[src/rtl/pwm_pkg.sv]
// Shared definitions for the LED PWM path: sequencer phase codes and the
// clock/PWM rate constants used by the PWM stage.
package pwm_pkg;

  localparam int DUTY_W_DEF = 8;
  localparam int CLK_FREQ   = 50_000_000;
  localparam int PWM_FREQ   = 20_000;
  localparam int PWM_PERIOD = CLK_FREQ / PWM_FREQ;

  typedef enum logic [2:0] {
    ST_IDLE      = 3'd0,
    ST_RAMP_UP   = 3'd1,
    ST_HOLD_HIGH = 3'd2,
    ST_RAMP_DOWN = 3'd3,
    ST_HOLD_LOW  = 3'd4
  } phase_e;

  function automatic int max_int(input int a, input int b);
    return (a > b) ? a : b;
  endfunction

endpackage

[src/rtl/tick_counter.sv]
// Loadable down-counter; tc_o flags a count of zero. Load has priority over
// decrement, and the count saturates at zero.
module tick_counter #(
  parameter int W = 4
) (
  input  logic         clk,
  input  logic         rst,
  input  logic         load_i,
  input  logic [W-1:0] load_val_i,
  input  logic         dec_i,
  output logic         tc_o
);

  logic [W-1:0] cnt_q, cnt_d;

  always_comb begin
    cnt_d = cnt_q;
    if (load_i) begin
      cnt_d = load_val_i;
    end else if (dec_i && (cnt_q != '0)) begin
      cnt_d = cnt_q - 1'b1;
    end
  end

  always_ff @(posedge clk) begin
    if (rst) begin
      cnt_q <= '0;
    end else begin
      cnt_q <= cnt_d;
    end
  end

  assign tc_o = (cnt_q == '0);

endmodule

[src/rtl/pwm_fade_sequencer.sv]
// Breathing-duty sequencer: ramps duty up/down in period-aligned steps with
// hold plateaus at both ends, counting completed breathe cycles.
//
//   state        | meaning
//   ST_IDLE      | duty forced to 0, waiting for enable at a period tick
//   ST_RAMP_UP   | duty += STEP every STEP_TICKS periods, saturating at MAX_DUTY
//   ST_HOLD_HIGH | duty held at MAX_DUTY for HOLD_TICKS periods
//   ST_RAMP_DOWN | duty -= STEP every STEP_TICKS periods, floored at 0
//   ST_HOLD_LOW  | duty held at 0 for HOLD_TICKS periods, then cycle count++
module pwm_fade_sequencer
  import pwm_pkg::*;
#(
  parameter int DUTY_W     = DUTY_W_DEF,
  parameter int MAX_DUTY   = 255,
  parameter int STEP       = 4,
  parameter int STEP_TICKS = 2,
  parameter int HOLD_TICKS = 4
) (
  input  logic              clk,
  input  logic              rst,
  input  logic              enable_i,
  input  logic              period_tick_i,
  output logic [DUTY_W-1:0] duty_o,
  output logic              duty_upd_o,
  output logic [2:0]        phase_o,
  output logic [15:0]       cycles_o
);

  localparam int CNT_W = $clog2(max_int(STEP_TICKS, HOLD_TICKS)) + 1;
  localparam logic [CNT_W-1:0]  STEP_LOAD = CNT_W'(STEP_TICKS - 1);
  localparam logic [CNT_W-1:0]  HOLD_LOAD = CNT_W'(HOLD_TICKS - 1);
  localparam logic [DUTY_W:0]   MAX_WIDE  = (DUTY_W + 1)'(MAX_DUTY);
  localparam logic [DUTY_W:0]   STEP_WIDE = (DUTY_W + 1)'(STEP);
  localparam logic [DUTY_W-1:0] MAX_D     = DUTY_W'(MAX_DUTY);
  localparam logic [DUTY_W-1:0] STEP_D    = DUTY_W'(STEP);

  phase_e            state_q, state_d;
  logic [DUTY_W-1:0] duty_q, duty_d;
  logic              upd_q, upd_d;
  logic [15:0]       cycles_q, cycles_d;

  logic [DUTY_W:0]   up_sum;
  logic [DUTY_W-1:0] down_val;
  logic              step_tc, hold_tc;
  logic              step_evt;
  logic              state_chg, in_idle;
  logic              step_load, hold_load;
  logic              step_dec, hold_dec;

  // Extra headroom bit keeps the saturating add from wrapping near 2^DUTY_W.
  assign up_sum   = {1'b0, duty_q} + STEP_WIDE;
  assign down_val = (duty_q < STEP_D) ? '0 : (duty_q - STEP_D);

  always_comb begin
    state_d  = state_q;
    duty_d   = duty_q;
    upd_d    = 1'b0;
    cycles_d = cycles_q;
    step_evt = 1'b0;

    // Disable overrides everything, including a step due on this same tick.
    if ((state_q != ST_IDLE) && !enable_i) begin
      state_d = ST_IDLE;
      duty_d  = '0;
      upd_d   = (duty_q != '0);
    end else begin
      case (state_q)
        ST_IDLE: begin
          duty_d = '0;
          if (enable_i && period_tick_i) begin
            state_d = ST_RAMP_UP;
          end
        end

        ST_RAMP_UP: begin
          if (period_tick_i && step_tc) begin
            step_evt = 1'b1;
            upd_d    = 1'b1;
            if (up_sum >= MAX_WIDE) begin
              duty_d  = MAX_D;
              state_d = ST_HOLD_HIGH;
            end else begin
              duty_d = up_sum[DUTY_W-1:0];
            end
          end
        end

        ST_HOLD_HIGH: begin
          if (period_tick_i && hold_tc) begin
            state_d = ST_RAMP_DOWN;
          end
        end

        ST_RAMP_DOWN: begin
          if (period_tick_i && step_tc) begin
            step_evt = 1'b1;
            upd_d    = 1'b1;
            duty_d   = down_val;
            if (down_val == '0) begin
              state_d = ST_HOLD_LOW;
            end
          end
        end

        ST_HOLD_LOW: begin
          if (period_tick_i && hold_tc) begin
            state_d  = ST_RAMP_UP;
            cycles_d = cycles_q + 16'd1;
          end
        end

        default: begin
          state_d = ST_IDLE;
          duty_d  = '0;
          upd_d   = (duty_q != '0);
        end
      endcase
    end
  end

  // Counters are reloaded on every state change and after every step, so a
  // fresh N-1 preload means the N-th tick in the state hits terminal count.
  assign state_chg = (state_d != state_q);
  assign in_idle   = (state_q == ST_IDLE);
  assign step_load = state_chg | step_evt | in_idle;
  assign hold_load = state_chg | in_idle;
  assign step_dec  = period_tick_i & ~step_load;
  assign hold_dec  = period_tick_i & ~hold_load;

  tick_counter #(.W(CNT_W)) u_step_cnt (
    .clk        (clk),
    .rst        (rst),
    .load_i     (step_load),
    .load_val_i (STEP_LOAD),
    .dec_i      (step_dec),
    .tc_o       (step_tc)
  );

  tick_counter #(.W(CNT_W)) u_hold_cnt (
    .clk        (clk),
    .rst        (rst),
    .load_i     (hold_load),
    .load_val_i (HOLD_LOAD),
    .dec_i      (hold_dec),
    .tc_o       (hold_tc)
  );

  always_ff @(posedge clk) begin
    if (rst) begin
      state_q  <= ST_IDLE;
      duty_q   <= '0;
      upd_q    <= 1'b0;
      cycles_q <= '0;
    end else begin
      state_q  <= state_d;
      duty_q   <= duty_d;
      upd_q    <= upd_d;
      cycles_q <= cycles_d;
    end
  end

  assign duty_o     = duty_q;
  assign duty_upd_o = upd_q;
  assign phase_o    = state_q;
  assign cycles_o   = cycles_q;

endmodule

[config.mk]
export PLATFORM = sky130hd
export DESIGN_NAME = pwm_fade_sequencer
export DESIGN_NICKNAME = d
export VERILOG_FILES = /design/src/rtl/pwm_pkg.sv /design/src/rtl/tick_counter.sv /design/src/rtl/pwm_fade_sequencer.sv
export SDC_FILE = /design/constraint.sdc
export NUM_CORES = 1
export LEC_CHECK = 0
export ABC_AREA = 1
export BUFFER_PORTS_ARGS = -buffer_cell sky130_fd_sc_hd__buf_4
export CORE_MARGIN = 2
export CORE_UTILIZATION = 40
export CTS_CLUSTER_SIZE = 10
export DETAILED_ROUTE_END_ITERATION = 10
export PLACE_DENSITY = 0.68
export RECOVER_POWER = 100
export REMOVE_ABC_BUFFERS = 1
export SLEW_MARGIN = 10
export SYNTH_ARGS = -nofsm -noshare
export SYNTH_HDL_FRONTEND = slang
export SYNTH_SLANG_ARGS = --single-unit
[constraint.sdc]
create_clock -name clk -period 3.2 [get_ports clk]
set_input_delay 0.64 -clock clk [delete_from_list [all_inputs] [get_ports clk]]
set_output_delay 0.64 -clock clk [all_outputs]
set_load 0.01 [all_outputs]
==> results of run 1 <==
flip-flops by register name, summed over array words and instances (netlist names):
register and flops:
duty_upd_o 1, u_step_cnt.cnt_q 3, duty_o 8, u_hold_cnt.cnt_q 3, cycles_o 16, phase_o 3
synthesized netlist by cell type, types with 5 or more instances:
cell     instances  area (um^2)
inv_1           50          188
a21oi_1         19         95.1
ha_1             9          113
dfxtp_1         34          681
o21ai_0         16         80.1
nand2_1         80          300
nand3_1         27          135
nor2_2           9         56.3
nand4_1          5         31.3
nor2_1          38          143
nor3_1           8         40.0
a31oi_1          5         31.3
critical path: cells and delay by family, from the launching register on:
family | cells | cell delay (ns)
AND/OR/NAND/NOR | 13 | 1.38
flip-flops | 1 | 0.38
buffers and inverters | 2 | 0.37
adder cells (fa/ha/maj) | 1 | 0.32
AO/OA/AOI/OAI | 1 | 0.17
cell type report:
class | count | area share
Tap cell | 72 | 0.0363
Clock inverter | 3 | 0.0181
Timing Repair Buffer | 32 | 0.0544
Inverter | 53 | 0.0801
Sequential cell | 34 | 0.274
Multi-Input combinational cell | 249 | 0.509
Clock buffer | 5 | 0.0277
per-layer routing:
metal	GRT usage	vias to the layer above	wire length, um
li1	-	1175	-
met1	0.226	989	2450
met2	0.299	66	2340
met3	0.0437	7	277
met4	0.0684	0	74
met5	0	-	0
kinds of logic after synthesis:
| logic type | Yosys count | synth area share |
|---|---|---|
| compound gates | 54 | 0.140 |
| buf+inv | 57 | 0.101 |
| xor+xnor | 4 | 0.0158 |
| simple gates | 182 | 0.386 |
| fa+ha+maj | 9 | 0.0507 |
| flops | 34 | 0.307 |
path summary, 6_finish.rpt:
kind	from	end	slack (ns)	cells past startpoint
setup / recovery	duty_o[2]	u_hold_cnt.cnt_q[1]	0.47	17
hold / removal	cycles_o[15]	cycles_o[15]	0.48	2
setup reg to reg	duty_o[2]	u_hold_cnt.cnt_q[1]	0.47	17
hold reg to reg	cycles_o[15]	cycles_o[15]	0.48	2
power groups by stage:
stage	logic (mW)	clock network (mW)	registers [mW]
finish	0.259	0.405	0.466
CTS	0.271	0.415	0.466
global route	0.296	0.433	0.470
detailed placement	0.270	0	0.476
floorplan	0.191	0	0.477
global placement	0.267	0	0.476
placed cells by master, fill, tap and decap left out, drive strengths merged, types with 2 or more instances in the layout:
cell,Yosys,layout
ha,9,9
nand4,6,6
nand3,31,31
clkinvlp,0,2
o21ai,18,18
nor2,48,48
a31oi,5,5
nand2,84,84
a21oi,20,20
o21a,3,3
clkbuf,2,33
xor2,3,3
dfxtp,34,34
inv,53,53
nor3,11,11
buf,2,4
per-stage QoR:
stage	hold WS [ns]	total power, mW	utilization	area [um^2]
finish	0.476	1.13	0.456	2480
global route	0.490	1.20	0.456	2480
global placement	0.458	0.743	0.464	2520
floorplan	0.454	0.668	-	2190
CTS	0.482	1.15	0.485	2640
detailed placement	0.470	0.746	0.464	2520
==> flow_summary.json, run 1 <==
{
  "status": "finished clean",
  "fin_crit_ns": 2.73,
  "crit_fanout": 11,
  "vias": 2237,
  "htree_levels": 2,
  "start_util": 0.408,
  "core_area_um2": 5440,
  "ys_ff_latch": 34,
  "yosysSeqAreaShare": 0.307,
  "seqCellArea_um2": 681,
  "cts-resized-gates": 0,
  "final_nets": 388,
  "fillers": 602,
  "diodes": 0,
  "cp.required_ns": 3.39,
  "synth-main-ff-cell": "dfxtp_1",
  "path_clk_slew_ns": 0.08,
  "numPortBuffers": 31,
  "synth_edf_count": 0,
  "rsz0062_at_grt": "no",
  "cp-end-kind": "flop",
  "io_pins": 32,
  "power.switching_uw": 373,
  "leakage_nw": 1.05,
  "intPower_uw": 756,
  "antenna_left": 0,
  "postCtsSetupBuffers": 0,
  "wl_per_cell_um": 11.5,
  "sw_frac_of_total": 0.331,
  "finClkSkew_ns": 0.00693,
  "crit_arrival_ns": 2.92,
  "drc_errors": 0,
  "die_x_um": 78.5,
  "crit_path_cell_trace": "inv_1 -> ha_1 -> nand3_2 -> nand3_1 -> nand2_1 -> nor2_1 -> nand2_1 -> nand2_1 -> nand3_1 -> nand2_1 -> nand2_1 -> nand2_1 -> nand3_1 -> inv_1 -> nand3_1 -> o21ai_0 -> nor2_1",
  "fmax_mhz": 366,
  "vdd_drop_max_v": 0.000229,
  "slowest_delay_ns": 0.38,
  "die_h_um": 78.5,
  "pwr-share-comb": 0.229,
  "finalWirelength_um": 5140,
  "final_cells": 448,
  "ys_types": 38,
  "dieArea_um2": 6160,
  "gp_congestion": 0.898,
  "ys_async_sr_fraction": 0,
  "hpwl_um": 3880,
  "tightest_slew_ns": 0.517,
  "insertion_delay_ns": 0.30,
  "grt_pass1_wl_um": 8760,
  "yosys_warnings": 0,
  "startpoint_type": "flop",
  "drt-pass1-iter-count": 5,
  "hold_path_class": "reg -> reg",
  "pwr-share-clk": 0.358,
  "cp_slowest_cell": "dfxtp_1",
  "setup_viol": 0,
  "cts_root_buf": "clkbuf_8",
  "syn-cell-area_um2": 2220,
  "multiInputGateArea_um2": 1260,
  "relSlewSlack": 0.654,
  "synthCells": 340,
  "drive_gt1_frac": 0.0745,
  "grt_use_total": 0.180,
  "cts.sinks": 34,
  "via_per_inst": 4.99,
  "maxCapViolations": 0,
  "num_rows": 27,
  "grt_max_degree": 16,
  "layout-area-overhead-vs-synth_pct": 11.8,
  "place_ws_ns": 0.629,
  "antenna_found_initial": 0,
  "cts_made_buffers": 5,
  "p_per_area_nw_per_um2": 455,
  "worst-setup-path-type": "reg -> reg",
  "hold_violations": 0,
  "gr-total-overflow": 0,
  "grt_pass1_vias": 1963,
  "seqPwrFrac": 0.412,
  "dp.cells": 440,
  "postSynthAreaPerCell_um2": 6.53,
  "cts_tree": "yes",
  "slew_viol_final": 0,
  "drt_iter0_drc": 158,
  "layout_setup_ws_ns": 0.469,
  "fin_setup_tns_ns": 0,
  "clockBufferDepth": 2,
  "cp_common_cell": "nand2_1",
  "period_share": 0.854,
  "holdBufCountCts": 0
}
Note: power is estimated with default switching activity, not from simulation.
==> run 2: changes to the inputs <==
- ABC_AREA: 1 -> unset
==> run 2 against run 1 <==
Net effect: sequential power about the same; cell area decreased by 3.7%; via count decreased by 7.2%; die area decreased by 1.2%; count of clock-buffer cells in the layout increased by 2; fmax increased by 5.2%; critical path depth decreased by 11; flip-flop and latch count unchanged; clock skew increased by 0.0022 ns; highest routed layer unchanged.
==> flow_summary.json, run 2 <==
{
  "cts_tree": "yes",
  "drc_errors": 0,
  "fillers": 566,
  "vias": 2075,
  "fin_hold_ws_ns": 0.523,
  "ys_async_sr_fraction": 0,
  "die_x_um": 78.0,
  "dp.cells": 369,
  "synthTopCellsByCount": "nor2_1 (36), dfxtp_1 (34), nand2_1 (27)",
  "grt_pass1_vias": 1864,
  "layout_setup_ws_ns": 0.604,
  "hold_path_class": "reg -> reg",
  "final_area_um2": 2390,
  "cts_made_buffers": 5,
  "fin_crit_ns": 2.60,
  "drt-pass1-iter-count": 4,
  "synthCells": 283,
  "largest_reg_flops": 16,
  "io_pins": 32,
  "layout-area-overhead-vs-synth_pct": 9.08,
  "p_per_area_nw_per_um2": 417,
  "leakage_nw": 0.875,
  "place_ws_ns": 0.835,
  "drive_gt1_frac": 0.0717,
  "final_cells": 377,
  "final_cell_mix": "nor2_1 (37), dfxtp_1 (34), clkbuf_1 (29)",
  "layout_commonest_cell": "nor2_1",
  "dieArea_um2": 6080,
  "diodes": 0,
  "cts_root_buf": "clkbuf_8",
  "startpoint_type": "flop",
  "ys_types": 55,
  "cts-resized-gates": 0,
  "gp_congestion": 0.824,
  "insertion_delay_ns": 0.28,
  "wl_per_cell_um": 14.3,
  "drt_iter0_drc": 143,
  "slew_viol_final": 0,
  "postCtsSetupBuffers": 0,
  "hold_violations": 0,
  "synth_area_leaders": "dfxtp_1 (31%), nor2_1 (6.2%), ha_1 (5.1%)",
  "fmax_mhz": 385,
  "antenna_left": 0,
  "relSlewSlack": 0.511,
  "die_h_um": 78.0,
  "reg2reg_depth": 6,
  "path_clk_slew_ns": 0.07,
  "setup_viol": 0,
  "start_util": 0.421,
  "maxCapViolations": 0,
  "holdPathStages": 2,
  "cp.required_ns": 3.37,
  "status": "finished clean",
  "gr-total-overflow": 0,
  "ys_ff_latch": 34,
  "hpwl_um": 3860,
  "numPortBuffers": 31,
  "postSynthAreaPerCell_um2": 7.74,
  "htree_levels": 2,
  "synthMostInstantiatedCell": "nor2_1",
  "finalWirelength_um": 5380,
  "grt_use_total": 0.183,
  "clockBufferDepth": 2,
  "synth-main-ff-cell": "dfxtp_1",
  "synth_top_area_cell": "dfxtp_1",
  "syn-cell-area_um2": 2190,
  "placed_cell_area_um2": 2440,
  "period_share": 0.811,
  "yosysSeqAreaShare": 0.311,
  "synth_top_area_frac": 0.311,
  "vdd_drop_max_v": 0.000299,
  "tightest_slew_ns": 0.733,
  "synth_edf_count": 0,
  "cts.sinks": 34,
  "worst-setup-path-type": "reg -> reg",
  "holdBufCountCts": 0,
  "cp-end-kind": "flop",
  "core_area_um2": 5200,
  "antenna_found_initial": 0,
  "grt_max_degree": 25,
  "rsz0062_at_grt": "no",
  "fin_setup_tns_ns": 0,
  "num_rows": 26,
  "yosys_warnings": 0,
  "final_nets": 319,
  "finClkSkew_ns": 0.00914,
  "via_per_inst": 5.50,
  "crit_arrival_ns": 2.77,
  "crit_fanout": 17,
  "grt_pass1_wl_um": 8940
}
[run 2: cell types whose count changed in the layout (fill, tap and decap cells not counted), sizes merged, moves of 6 or more]
cell and change:
inv -43, nand2 -57, nand2b +6, nand3 -19
nor2 -11, o21ai -7, or2 +6, xor2 +9
[run 2: metrics by stage]
step | utilization | power [mW]
after floorplan | - | 0.619
after global placement | 0.469 | 0.692
after detailed placement | 0.469 | 0.691
after CTS | 0.487 | 1.02
after global routing | 0.459 | 1.05
final | 0.459 | 0.996
[run 2: area by class of cell]
class                           instances  area (um^2)  share of cell area
Clock buffer                            7         86.3              0.0361
Clock inverter                          1         5.00             0.00209
Inverter                               10         37.5              0.0157
Multi-Input combinational cell        222         1350               0.565
Sequential cell                        34          681               0.285
Tap cell                               70         87.6              0.0366
Timing Repair Buffer                   33          143              0.0597
[run 2: layer usage]
layer,share of wire,up-vias,track usage
met1,0.49,956,0.254
met3,0.061,6,0.0442
met5,0,-,0
met2,0.44,63,0.279
li1,-,1050,-
met4,0.014,0,0.0596
[run 2: final timing paths]
| check | from | endpoint | slack [ns] |
|---|---|---|---|
| max | phase_o[2] | cycles_o[9] | 0.60 |
| min | u_step_cnt.cnt_q[1] | u_step_cnt.cnt_q[1] | 0.52 |
| max reg2reg | phase_o[2] | cycles_o[9] | 0.60 |
| min reg2reg | u_step_cnt.cnt_q[1] | u_step_cnt.cnt_q[1] | 0.52 |
[run 2: where the power goes]
part	internal [mW]	leakage [nW]	switching, mW
Combinational	0.0817	0.551	0.127
Sequential	0.436	0.276	0.0290
Clock	0.173	0.0482	0.149
Total	0.691	0.875	0.304
[run 2: critical path: stages, from the launching register on]
cell and delay (ns):
dfxtp_1 0.64, or3b_1 0.48, nor3_1 0.54, and4_1 0.46, nand4_1 0.15, xor2_1 0.16
nor2_1 0.05
[run 2: kinds of logic after synthesis]
family,Yosys count,synth area share
AO/OA/AOI/OAI,59,0.183
XOR/XNOR,18,0.0720
adder cells (fa/ha/maj),9,0.0514
buffers and inverters,27,0.0548
flip-flops,34,0.311
multiplexers,2,0.00914
AND/OR/NAND/NOR,134,0.319
==> run 3: changes to the inputs <==
- ABC_AREA: unset -> 1
- PLACE_DENSITY: 0.68 -> 0.7
- clock period: 3.2 -> 2.2 ns (I/O delays scaled with it)
==> run 3 against run 2 <==
Net effect: the run now ends with setup timing left; utilization is 12 points higher; largest cell class unchanged; worst setup slack worse by 0.66 ns; fmax is 15% higher; flip-flop and latch count stayed put; clock power is 77% higher; cell area is 31% higher; sequential share of layout area is 6.3 points lower; wire length is 13% higher.
==> flow_summary.json, run 3 (synthesis gave the netlist of run 1 again) <==
{
  "status": "complete, but fails checks",
  "violations": "setup timing",
  "crit_fanout": 4,
  "slew_viol_final": 0,
  "diodes": 0,
  "startpoint_type": "flop",
  "crit_start": "u_hold_cnt.cnt_q[1]",
  "pwr-share-comb": 0.311,
  "tightest_slew_ns": 0.312,
  "antenna_found_initial": 0,
  "io_pins": 32,
  "insertion_delay_ns": 0.29,
  "grt_pass1_wl_um": 9400,
  "fin_hold_ws_ns": 0.424,
  "cpLargestDelayFamily": "simple AND/OR/NAND/NOR gates",
  "drc_errors": 0,
  "via_per_inst": 5.01,
  "sw_frac_of_total": 0.333,
  "critPathBufInv": 1,
  "setup_viol": 1,
  "leakage_nw": 1.46,
  "cp_common_cell": "nor3_4",
  "drive_gt1_frac": 0.354,
  "place_ws_ns": -0.120,
  "cp-end-kind": "flop",
  "holdPathStages": 2,
  "finalWirelength_um": 6060,
  "cp.required_ns": 2.39,
  "grt_pass1_vias": 2184,
  "cts_made_buffers": 5,
  "cts_root_buf": "clkbuf_8",
  "finClkSkew_ns": 0.00575,
  "start_util": 0.408,
  "cp_slowest_cell": "dfxtp_2",
  "fin_crit_ns": 2.26,
  "fmax_mhz": 443,
  "hp-start": "rst",
  "intPower_mw": 1.21,
  "final_nets": 425,
  "crit_arrival_ns": 2.44,
  "holdBufCountCts": 0,
  "dieArea_um2": 6160,
  "fin_setup_tns_ns": -0.0580,
  "cts_tree": "yes",
  "pwr-share-clk": 0.313,
  "wl_per_cell_um": 12.5,
  "cp_num_cells": 15,
  "numPortBuffers": 31,
  "seqPwrFrac": 0.376,
  "dp.cells": 462,
  "htree_levels": 2,
  "gr-total-overflow": 0,
  "reg2reg_depth": 15,
  "rsz0062_at_grt": "yes",
  "vias": 2432,
  "layout_commonest_cell": "nand2_1",
  "num_rows": 27,
  "final_cell_mix": "nand2_1 (69), buf_4 (64), inv_1 (44)",
  "drt_iter0_drc": 131,
  "die_x_um": 78.5,
  "grt_use_total": 0.188,
  "slowest_delay_ns": 0.33,
  "period_share": 1.03,
  "layout_setup_ws_ns": -0.0580,
  "hold_violations": 0,
  "drt-pass1-iter-count": 5,
  "r2r-start": "u_hold_cnt.cnt_q[1]",
  "final_cells": 485,
  "largest_reg_flops": 16,
  "crit_path_cell_trace": "inv_2 -> ha_4 -> nand2_4 -> nor2_4 -> nand2_4 -> nor3_4 -> nand3_2 -> nor3_4 -> nand4_4 -> nor3_4 -> nand2_2 -> nor2_4 -> nand3_2 -> nand2_2 -> a21oi_2",
  "hold_path_class": "in -> reg",
  "core_area_um2": 5440,
  "worst-setup-path-type": "reg -> reg",
  "power.switching_uw": 603,
  "gp_congestion": 0.925,
  "layout-area-overhead-vs-synth_pct": 41.3,
  "die_h_um": 78.5,
  "grt_max_degree": 15,
  "cts.sinks": 34,
  "clockBufferDepth": 2,
  "p_per_area_nw_per_um2": 578,
  "vdd_drop_max_v": 0.000313,
  "hpwl_um": 4150,
  "path_clk_slew_ns": 0.07,
  "maxCapViolations": 0,
  "relSlewSlack": 0.791,
  "antenna_left": 0
}
-- run 3: cell types whose count changed in the layout (fill, tap and decap cells not counted), moves of 7 or more --
cell and change:
nor2_2 +12, nand3_1 +7, dfxtp_1 -7, nand2_2 +13, inv_1 +34, buf_4 +59, inv_2 +7, nand3_2 +11
nand2_1 +42, clkbuf_1 -25, xor2_1 -9
-- run 3: per-stage QoR --
stage	instance area (um^2)	util	power, mW
floorplan	2190	-	0.972
global placement	2690	0.494	1.13
detailed placement	2690	0.494	1.13
CTS	2830	0.520	1.72
global route	3140	0.577	1.92
finish	3140	0.577	1.81
-- run 3: power groups by stage --
stage	clock network (mW)	logic, mW	registers (mW)
6_report	0.569	0.563	0.682
2_1_floorplan	0	0.277	0.694
5_1_grt	0.605	0.624	0.687
4_1_cts	0.584	0.461	0.674
3_5_place_dp	0	0.448	0.686
3_3_place_gp	0	0.444	0.685
-- run 3: area by class of cell --
cell class | instances | area (um^2)
timing repair buffer | 69 | 507
tap | 72 | 90.1
multi-input combinational | 249 | 1530
sequential | 34 | 694
fill | 480 | 2300
clock buffer | 5 | 68.8
inverter | 53 | 206
clock inverter | 3 | 40.0
-- run 3: path summary, 6_finish.rpt --
check,to,slack [ns]
min reg2reg,cycles_o[15],0.48
max,cycles_o[15],-0.06
min,phase_o[0],0.42
max reg2reg,cycles_o[15],-0.06
-- run 3: repair_timing --
item	CTS	global route
pin swaps	0	23
setup buffers	0	15
resized for setup	10	57
endpoints found under the setup margin	7	10
hold endpoints to repair	0	0
-- run 3: per-layer routing --
layer	routed length, um	GRT usage	up-vias
met5	0	0	-
met4	92	0.0526	0
met3	354	0.0379	12
met2	2840	0.321	63
met1	2770	0.240	1109
li1	-	-	1248
